==> src/rtl/store_to_fetch_queue.sv <==
// store_to_fetch_queue: DEPTH-entry valid/ready FIFO carrying store-stage packets back to fetch
module store_to_fetch_queue #(
    parameter int DATA_W         = 64,
    parameter int DEPTH          = 4,
    parameter int ALMOST_FULL_TH = DEPTH - 1,
    parameter bit BYPASS         = 1'b0,
    localparam int CW            = $clog2(DEPTH + 1)
) (
    input  logic              clk,
    input  logic              reset,
    input  logic              flush,
    input  logic              send_valid,
    output logic              send_ready,
    input  logic [DATA_W-1:0] send_data,
    output logic              recv_valid,
    input  logic              recv_ready,
    output logic [DATA_W-1:0] recv_data,
    output logic [CW-1:0]     count,
    output logic              almost_full,
    output logic [CW-1:0]     high_water
);
    localparam int AW = $clog2(DEPTH);

    logic [DATA_W-1:0] mem_q [DEPTH];
    logic [DATA_W-1:0] mem_d [DEPTH];
    logic [AW-1:0]     wr_ptr_q, wr_ptr_d, rd_ptr_q, rd_ptr_d;
    logic [CW-1:0]     count_q, count_d, hw_q, hw_d;
    logic              full, empty, byp, push, pop;

    // Handshakes, optional empty-queue bypass, and next-state for pointers, count and high-water
    always_comb begin
        full        = count_q == CW'(DEPTH);
        empty       = count_q == '0;
        byp         = BYPASS && empty && send_valid && !flush && !reset;
        send_ready  = !full && !flush && !reset;
        recv_valid  = (!empty || byp) && !flush && !reset;
        recv_data   = byp ? send_data : mem_q[rd_ptr_q];
        push        = send_valid && send_ready && !(byp && recv_ready);
        pop         = !empty && recv_valid && recv_ready;
        mem_d       = mem_q;
        if (push) mem_d[wr_ptr_q] = send_data;
        wr_ptr_d    = flush ? '0 : wr_ptr_q + AW'(push);
        rd_ptr_d    = flush ? '0 : rd_ptr_q + AW'(pop);
        count_d     = flush ? '0 : count_q + CW'(push) - CW'(pop);
        hw_d        = count_d > hw_q ? count_d : hw_q;
        count       = count_q;
        high_water  = hw_q;
        almost_full = count_q >= CW'(ALMOST_FULL_TH);
    end

    // State registers; reset clears storage too so recv_data reads zero out of reset
    always_ff @(posedge clk or posedge reset) begin
        if (reset) begin
            for (int i = 0; i < DEPTH; i++) mem_q[i] <= '0;
            wr_ptr_q <= '0;
            rd_ptr_q <= '0;
            count_q  <= '0;
            hw_q     <= '0;
        end else begin
            mem_q    <= mem_d;
            wr_ptr_q <= wr_ptr_d;
            rd_ptr_q <= rd_ptr_d;
            count_q  <= count_d;
            hw_q     <= hw_d;
        end
    end

    a_no_push_full:  assert property (@(posedge clk) disable iff (reset) !(push && full));
    a_no_pop_empty:  assert property (@(posedge clk) disable iff (reset) !(pop && empty));
    a_depth_pow2:    assert property (@(posedge clk) (DEPTH >= 2) && ((DEPTH & (DEPTH - 1)) == 0));
endmodule

==> config.mk <==
export PLATFORM = sky130hd
export DESIGN_NAME = store_to_fetch_queue
export DESIGN_NICKNAME = d
export VERILOG_FILES = /design/src/rtl/store_to_fetch_queue.sv
export SDC_FILE = /design/constraint.sdc
export NUM_CORES = 1
export LEC_CHECK = 0
export CAP_MARGIN = 25
export CELL_PAD_IN_SITES_DETAIL_PLACEMENT = 1
export CELL_PAD_IN_SITES_GLOBAL_PLACEMENT = 2
export CORE_AREA = 3 3 235 122
export DETAILED_ROUTE_END_ITERATION = 12
export DIE_AREA = 0 0 238 125
export PLACE_DENSITY_LB_ADDON = 0.1
export SYNTH_ARGS = -nofsm -noshare
export SYNTH_HDL_FRONTEND = slang
export SYNTH_SLANG_ARGS = --single-unit
==> constraint.sdc <==
create_clock -name clk -period 13.7 [get_ports clk]
set_clock_uncertainty 0.1 [all_clocks]
set_input_delay 1.37 -clock clk [delete_from_list [all_inputs] [get_ports clk]]
set_output_delay 1.37 -clock clk [all_outputs]
set_load 0.02 [all_outputs]
==> key figures, run 1 <==
Route
  – Via density: 5.308
  – WL final: 25,010 um
  – Vias: 6,295
  – Residual DRC: 0
  – Wire per inst: 21.09 um
  – DRT iter0 DRCs: 282
  – DR pass1 iterations: 4
  – Antenna viol nets, final: 0

Power and ir drop
  – Clock Power Share: between 30% and 40%
  – P_sw: 0.6216 mW
  – Worst IR drop on VDD: 0.08303 mV
  – Flop pwr share: 43.2%
  – Sw frac: 27.01%
  – PwrDens: 161.5 mW/mm2
  – Comb pwr share: roughly a quarter
  – P_int: 1.680 mW
  – Leak Pwr: roughly 6.4 nW
  – Overall power: 2.302 mW

Setup path
  – CP Launch Type: register
  – CP max FO: 41
  – Worst path max stage delay: between 0.7 and 0.8 ns
  – Critical path cell sequence: buf_4 -> mux4_2 -> clkdlybuf4s50_1
  – Critical path capture point type: output port
  – Critical path data required time: 12.23 ns
  – CP arrival: around 3.3 ns
  – Crit path launch: rd_ptr_q[0]
  – Worst R2R Start: count[2]
  – Highest-delay cell along the critical path: buf_4
  – Critical Setup Path Class: reg2out

Logic synthesis
  – Seq/Total Area, Yosys: between 50% and 60%
  – Xor/xnor cell area share of the yosys netlist: less than 1%
  – Post-synthesis register bit count: about 270
  – Gate Count Post-Synth: 675
  – Cell variety after synth: 26
  – Mux share of post-synthesis cell area: 37.22%
  – Compound-Gate Fraction of Synth Area: less than 1%
  – Avg Synthesized Cell Area: 17.35 um2
  – Simple-gate share of the synthesized area: 1.133%
  – Largest family of logic cells by synthesized area: multiplexers
  – Ys Warns: 0
  – Syn_nets: 753
  – Post-Syn Area: 0.01171 mm2
  – Synthesized-area fraction occupied by adder cells: slightly above 1%

Clock tree
  – TritonCTS clock tree: built
  – CTS resizes: 0
  – CTS sink cnt: 266
  – CTS H-Tree Depth: 1
  – Clock Latency Late Sink: approximately 0.52 ns
  – Worst-path clk slew: 0.06 ns
  – Clock Tree Root: clkbuf_16
  – CTS Buf Count: 26
  – Postcts setup bufs: 0
  – Hold_buf cts: 0
  – Clock Path Buffers: 3

Global route
  – Vias in the first global route: 7,054
  – Total GRT Usage: 17.25%
  – Antenna violations before repair: 0
  – Grt total ovfl: 0
  – Largest net degree at the start of global routing: 116
  – First-pass GRT wire length: between 40,000 and 50,000 um

Placed design
  – Dpl hpwl: about 15,000 um
  – Gp weighted congestion: 0.6829
  – Buffers on Ports: 141

Min path
  – Beginning of the worst hold path: mem_q[83]
  – Min-delay worst type: reg2reg

Timing
  – Max Transition Viols Final: 0
  – Final Cycle Share: 34.78%
  – Final Hold Fails: 0
  – RSZ-0062 raised after global routing: no
  – Tmin final: about 4.8 ns
  – Slew margin rel.: approximately two fifths
  – Worst-Margin Slew: 0.9035 ns
  – Achievable frequency: 209.9 MHz
  – Setup TNS: 0 ns
  – Count of final setup violators: 0

Floorplan
  – Die area: around 0.030 mm2
  – Die Y-Extent: 125 um
  – I/O pins: 142
  – FP Rows: between 40 and 50
  – Core footprint: around 0.026 mm2
  – Die Wd: 238 um
  – Initial Utilization: 44.30%

Finish
  – Share of layout cells above drive strength 1: 46.52%
  – Final-stage net count: roughly 900
  – Area delta synth->final: 21.69%
  – Most frequent cells in the layout: dfrtp_1, mux2_2, clkdlybuf4s50_1, mux4_2, clkbuf_16
  – Antenna cells: 0
  – Most common cell after layout, fill and taps aside: dfrtp_1

Outcome
  – Status: complete, no violations

Job
  – Max_cap viols: 0
==> critical path: cells and delay by family (launching register included) <==
kind	cells	cell delay [ns]
mux	1	0.61
flops	1	0.76
buf+inv	2	1.37
==> power groups by stage <==
stage          registers [mW]  clock network [mW]  logic, mW
4_1_cts                 0.995               0.757      0.589
5_1_grt                  1.01               0.792      0.620
3_5_place_dp             1.01                   0      0.587
2_1_floorplan           0.986                   0      0.363
3_3_place_gp             1.00                   0      0.575
6_report                0.994               0.730      0.578
==> final cells by class <==
type,count,area [um2]
clock buffer,37,793.3
clock inverter,11,83.83
fill,2457,12180
inverter,9,41.29
multi-input combinational,358,4666
sequential,266,6664
tap,352,440.4
timing repair buffer,153,1562
==> layer usage <==
| layer | global-route usage, % | share of wire (%) | up-vias |
|---|---|---|---|
| met5 | 0 | 0 | - |
| met4 | 3.514 | 1.8 | 0 |
| met3 | 3.630 | 3.5 | 28 |
| met2 | 29.00 | 49 | 78 |
| met1 | 23.47 | 45 | 3402 |
| li1 | - | - | 2787 |
==> cells by family (layout without fill, tap and decap cells) <==
logic type | Yosys count | after routing
multiplexers | 323 | 323
flip-flops | 266 | 266
buffers and inverters | 51 | 210
AND/OR/NAND/NOR | 20 | 20
adder cells (fa/ha/maj) | 9 | 9
AO/OA/AOI/OAI | 3 | 3
XOR/XNOR | 3 | 3
==> state kept, by name, indices dropped and copies added, names as in the netlist <==
register    count
count           3
mem_q         256
wr_ptr_q        2
rd_ptr_q        2
high_water      3
==> synthesized netlist by cell type <==
| library cell | instances | share of area [%] |
|---|---|---|
| ha_1 | 8 | 0.85 |
| xnor2_1 | 2 | 0.15 |
| nor3_1 | 3 | 0.13 |
| nand3b_1 | 2 | 0.13 |
| nor3b_2 | 1 | 0.11 |
| and3_1 | 1 | 0.053 |
| nand2b_1 | 1 | 0.053 |
| nor2b_1 | 3 | 0.16 |
| mux4_2 | 64 | 12 |
| buf_6 | 25 | 2.4 |
| nand2_1 | 1 | 0.032 |
| nand2_2 | 1 | 0.053 |
| nor4b_4 | 1 | 0.20 |
| xor2_1 | 1 | 0.075 |
| mux2_2 | 259 | 25 |
| and2_1 | 1 | 0.053 |
| nor2_1 | 5 | 0.16 |
| buf_1 | 2 | 0.064 |
| fa_1 | 1 | 0.17 |
| a32oi_1 | 1 | 0.075 |
| dfrtp_1 | 266 | 57 |
| clkbuf_1 | 6 | 0.19 |
| buf_4 | 3 | 0.19 |
| o21ai_0 | 2 | 0.085 |
| buf_2 | 6 | 0.26 |
| inv_1 | 9 | 0.29 |
==> stage by stage <==
stage | instances | instance area (um2) | hold slack (ns) | worst slack [ns] | utilization [%]
after floorplan | 675 | 11710 | 0.3738 | 4.905 | -
after global placement | 1135 | 13290 | 0.3820 | 8.643 | 50.28
after detailed placement | 1136 | 13320 | 0.3878 | 8.548 | 50.38
after CTS | 1184 | 14190 | 0.4029 | 8.749 | 53.70
after global routing | 1186 | 14250 | 0.4179 | 8.623 | 53.91
final | 1186 | 14250 | 0.4002 | 8.935 | 53.91
==> worst paths after layout <==
kind / to / slack (ns) / cells after the start
setup / recovery: recv_data[53] / 8.94 / 3
hold / removal: mem_q[83] / 0.40 / 1
setup reg to reg: high_water[1] / 10.14 / 14
hold reg to reg: mem_q[83] / 0.40 / 1
max in group asynchronous: mem_q[66] / 10.65 / 3
min in group asynchronous: wr_ptr_q[0] / 1.42 / 2
Note: power is estimated with default switching activity, not from simulation.
==> run 2, diff against run 1 <==
Settings changed: CORE_AREA 3 3 235 122 to 3 3 256 132, DIE_AREA 0 0 238 125 to 0 0 259 135.
Clock period 13.7 ns to 3.92 ns, I/O delays scaled along.
==> run 2 against run 1 <==
  * Register-to-register slack lost 9.6 ns
  * Sequential power grew to 3.5 times the previous value
  * Flip-flop and latch count is the same
  * Setup slack lost 8.4 ns
  * Clock-buffer cell count is the same
  * Utilization shrank 8.2 points
  * Non-clock buffer count grew 7
  * Cell area grew 1.4%
  * Via count grew 1.3%
  * First-iteration DRC count shrank 21%
  * Final cell count grew 7.3%
  * Critical endpoint is now high_water[0]
  * Largest cell class unchanged
  * Highest routed layer unchanged
==> key figures, run 2 (synthesized netlist as in run 1, its figures left out) <==
Power and ir drop
  – Comb pwr share: 24.9% (-0.2 points)
  – Sw frac: 26.69% (-0.32 points)
  – P_sw: 2.175 mW (+250%)
  – PwrDens: 564.1 mW/mm2 (+250%)
  – Leak Pwr: 6.453 nW (+0.50%)
  – P_int: 5.974 mW (+260%)
  – Worst IR drop on VDD: 0.2797 mV (+240%)
  – Clock Power Share: 32.5% (+0.8 points)
  – Flop pwr share: 42.6% (-0.6 points)

Setup path
  – Most frequent CP cell: ha_1
  – Crit path launch: count[1]
  – Critical path data required time: 4.25 ns (-7.98 ns)
  – Worst R2R Start: count[1]
  – CP max FO: 6 (-85%)
  – Critical path capture point type: register
  – Worst path max stage delay: 0.45 ns (-0.34 ns)
  – CP Launch Type: register
  – Crit path max-delay family: adder cells
  – Critical path cell sequence: nor3_1 -> nor3_1 -> and2_1 -> ha_1 -> inv_1 -> ha_1 -> inv_1 -> fa_1 -> xor2_1 -> nor2_1 -> ha_1 -> a32oi_1 -> mux2_2
  – Critical Setup Path Class: reg2reg
  – CP arrival: 3.72 ns (+0.43 ns)
  – Critical path buffers and inverters: 2 (unchanged)
  – Highest-delay cell along the critical path: dfrtp_1

Finish
  – Area delta synth->final: 23.36%
  – Final-stage net count: 899 (+0.78%)
  – Antenna cells: 0 (unchanged)
  – Reg with most FFs: mem_q
  – Max reg flops: 256 (unchanged)
  – Share of layout cells above drive strength 1: 46.73% (+0.21 points)
  – Most common cell after layout, fill and taps aside: dfrtp_1
  – Reg area: 0.006664 mm2 (unchanged)
  – Most frequent cells in the layout: dfrtp_1, mux2_2, clkdlybuf4s50_1, mux4_2, clkbuf_16
  – Footprint of the multi-input gates: 0.004666 mm2 (unchanged)
  – # fillers: 3,054 (+24%)

Route
  – Antenna viol nets, final: 0 (unchanged)
  – Via density: 5.008 (-5.7%)
  – Residual DRC: 0 (unchanged)
  – WL final: 26,170 um (+4.6%)
  – Wire per inst: 20.56 um (-2.5%)
  – Vias: 6,375 (+1.3%)
  – DR pass1 iterations: 3 (-1)
  – DRT iter0 DRCs: 222 (-21%)

Clock tree
  – CTS H-Tree Depth: 1 (unchanged)
  – Clock Latency Late Sink: 0.54 ns (+0.02 ns)
  – Postcts setup bufs: 0 (unchanged)
  – TritonCTS clock tree: built
  – Clock Tree Root: clkbuf_16
  – Clock Path Buffers: 3 (unchanged)
  – CTS Buf Count: 26 (unchanged)
  – CTS sink cnt: 266 (unchanged)
  – Worst-path clk slew: 0.07 ns (about the same)
  – Hold_buf cts: 0 (unchanged)
  – CTS resizes: 0 (unchanged)

Timing
  – Hold_ws: 0.4011 ns (+0.0009230 ns)
  – Worst setup margin: 0.5283 ns (-8.407 ns)
  – Final Cycle Share: between 80 and 90%
  – Achievable frequency: 294.8 MHz
  – RSZ-0062 raised after global routing: no
  – Worst-Margin Slew: 0.6238 ns (-0.2797 ns)
  – Count of final setup violators: 0 (unchanged)
  – Max Transition Viols Final: 0 (unchanged)
  – Slew margin rel.: 58.41% (+19 points)
  – Final Hold Fails: 0 (unchanged)
  – Tmin final: 3.392 ns

Min path
  – Min-delay worst type: reg2reg
  – Beginning of the worst hold path: mem_q[54]

Floorplan
  – Die area: 0.03497 mm2 (+18%)
  – Die Wd: 259 um (+8.8%)
  – FP Rows: 46 (+9.5%)
  – Core footprint: 0.03160 mm2 (+20%)
  – I/O pins: 142 (unchanged)
  – Initial Utilization: 37.06% (-7.2 points)
  – Die Y-Extent: 135 um (+8.0%)

Global route
  – First-pass GRT wire length: 41,860 um (+2.4%)
  – Grt total ovfl: 0 (unchanged)
  – Largest net degree at the start of global routing: 98 (-16%)
  – Total GRT Usage: 15.38% (-1.9 points)
  – Antenna violations before repair: 0 (unchanged)
  – Vias in the first global route: 7,149 (+1.3%)

Outcome
  – Status: complete, no violations

Placed design
  – Dpl hpwl: 16,120 um (+8.7%)
  – Gp weighted congestion: 0.7013 (+2.7%)
  – Pre-CTS setup slack: 0.1029 ns (-8.445 ns)
  – Buffers on Ports: 141 (unchanged)

Job
  – Max_cap viols: 0 (unchanged)
==> run 2: changes by cell type in the layout (fill, tap and decap cells not counted), sizes merged <==
cell      change
buf           +7
inv           -2
bufinv        +2
clkinv        -3
clkinvlp      +3
==> run 2: area by class of cell <==
class / instances / share of cell area (%)
clock inverter: 11 / 0.9355
multi-input combinational: 358 / 32.30
clock buffer: 37 / 5.353
sequential: 266 / 46.13
timing repair buffer: 160 / 11.28
inverter: 9 / 0.2599
tap: 432 / 3.742
==> run 2: metrics by stage <==
step           TNS (ns)  utilization, %  cell area (um2)  total power, mW  instances
4_1_cts               0           45.72            14450            8.322       1273
3_3_place_gp          0           42.84            13540            5.538       1225
2_1_floorplan    -22.21               -            11710            4.718        675
5_1_grt               0           45.72            14450            8.583       1273
3_5_place_dp          0           42.84            13540            5.595       1225
6_report              0           45.72            14450            8.149       1273
==> run 2: path summary, 6_finish.rpt <==
kind                                       to  slack [ns]  depth (start not counted)
worst max-delay path            high_water[0]        0.53                         13
worst min-delay path                mem_q[54]        0.40                          1
worst max register to register  high_water[0]        0.53                         13
worst min register to register      mem_q[54]        0.40                          1
max in group asynchronous          mem_q[151]        2.23                          4
min in group asynchronous          mem_q[192]        0.44                          3
==> run 2: metal layers <==
| metal | global-route usage (%) | part of all wire, % | vias up |
|---|---|---|---|
| met4 | 2.813 | 1.7 | 0 |
| met3 | 2.754 | 2.5 | 27 |
| met2 | 27.16 | 51 | 62 |
| li1 | - | - | 2808 |
| met1 | 20.16 | 45 | 3478 |
| met5 | 0 | 0 | - |
==> run 2: power by group through the flow <==
stage | clock network (mW) | logic, mW | registers [mW]
finish | 2.65 | 2.03 | 3.47
floorplan | 0 | 1.27 | 3.45
CTS | 2.77 | 2.08 | 3.47
detailed placement | 0 | 2.07 | 3.52
global placement | 0 | 2.04 | 3.50
global route | 2.87 | 2.18 | 3.53
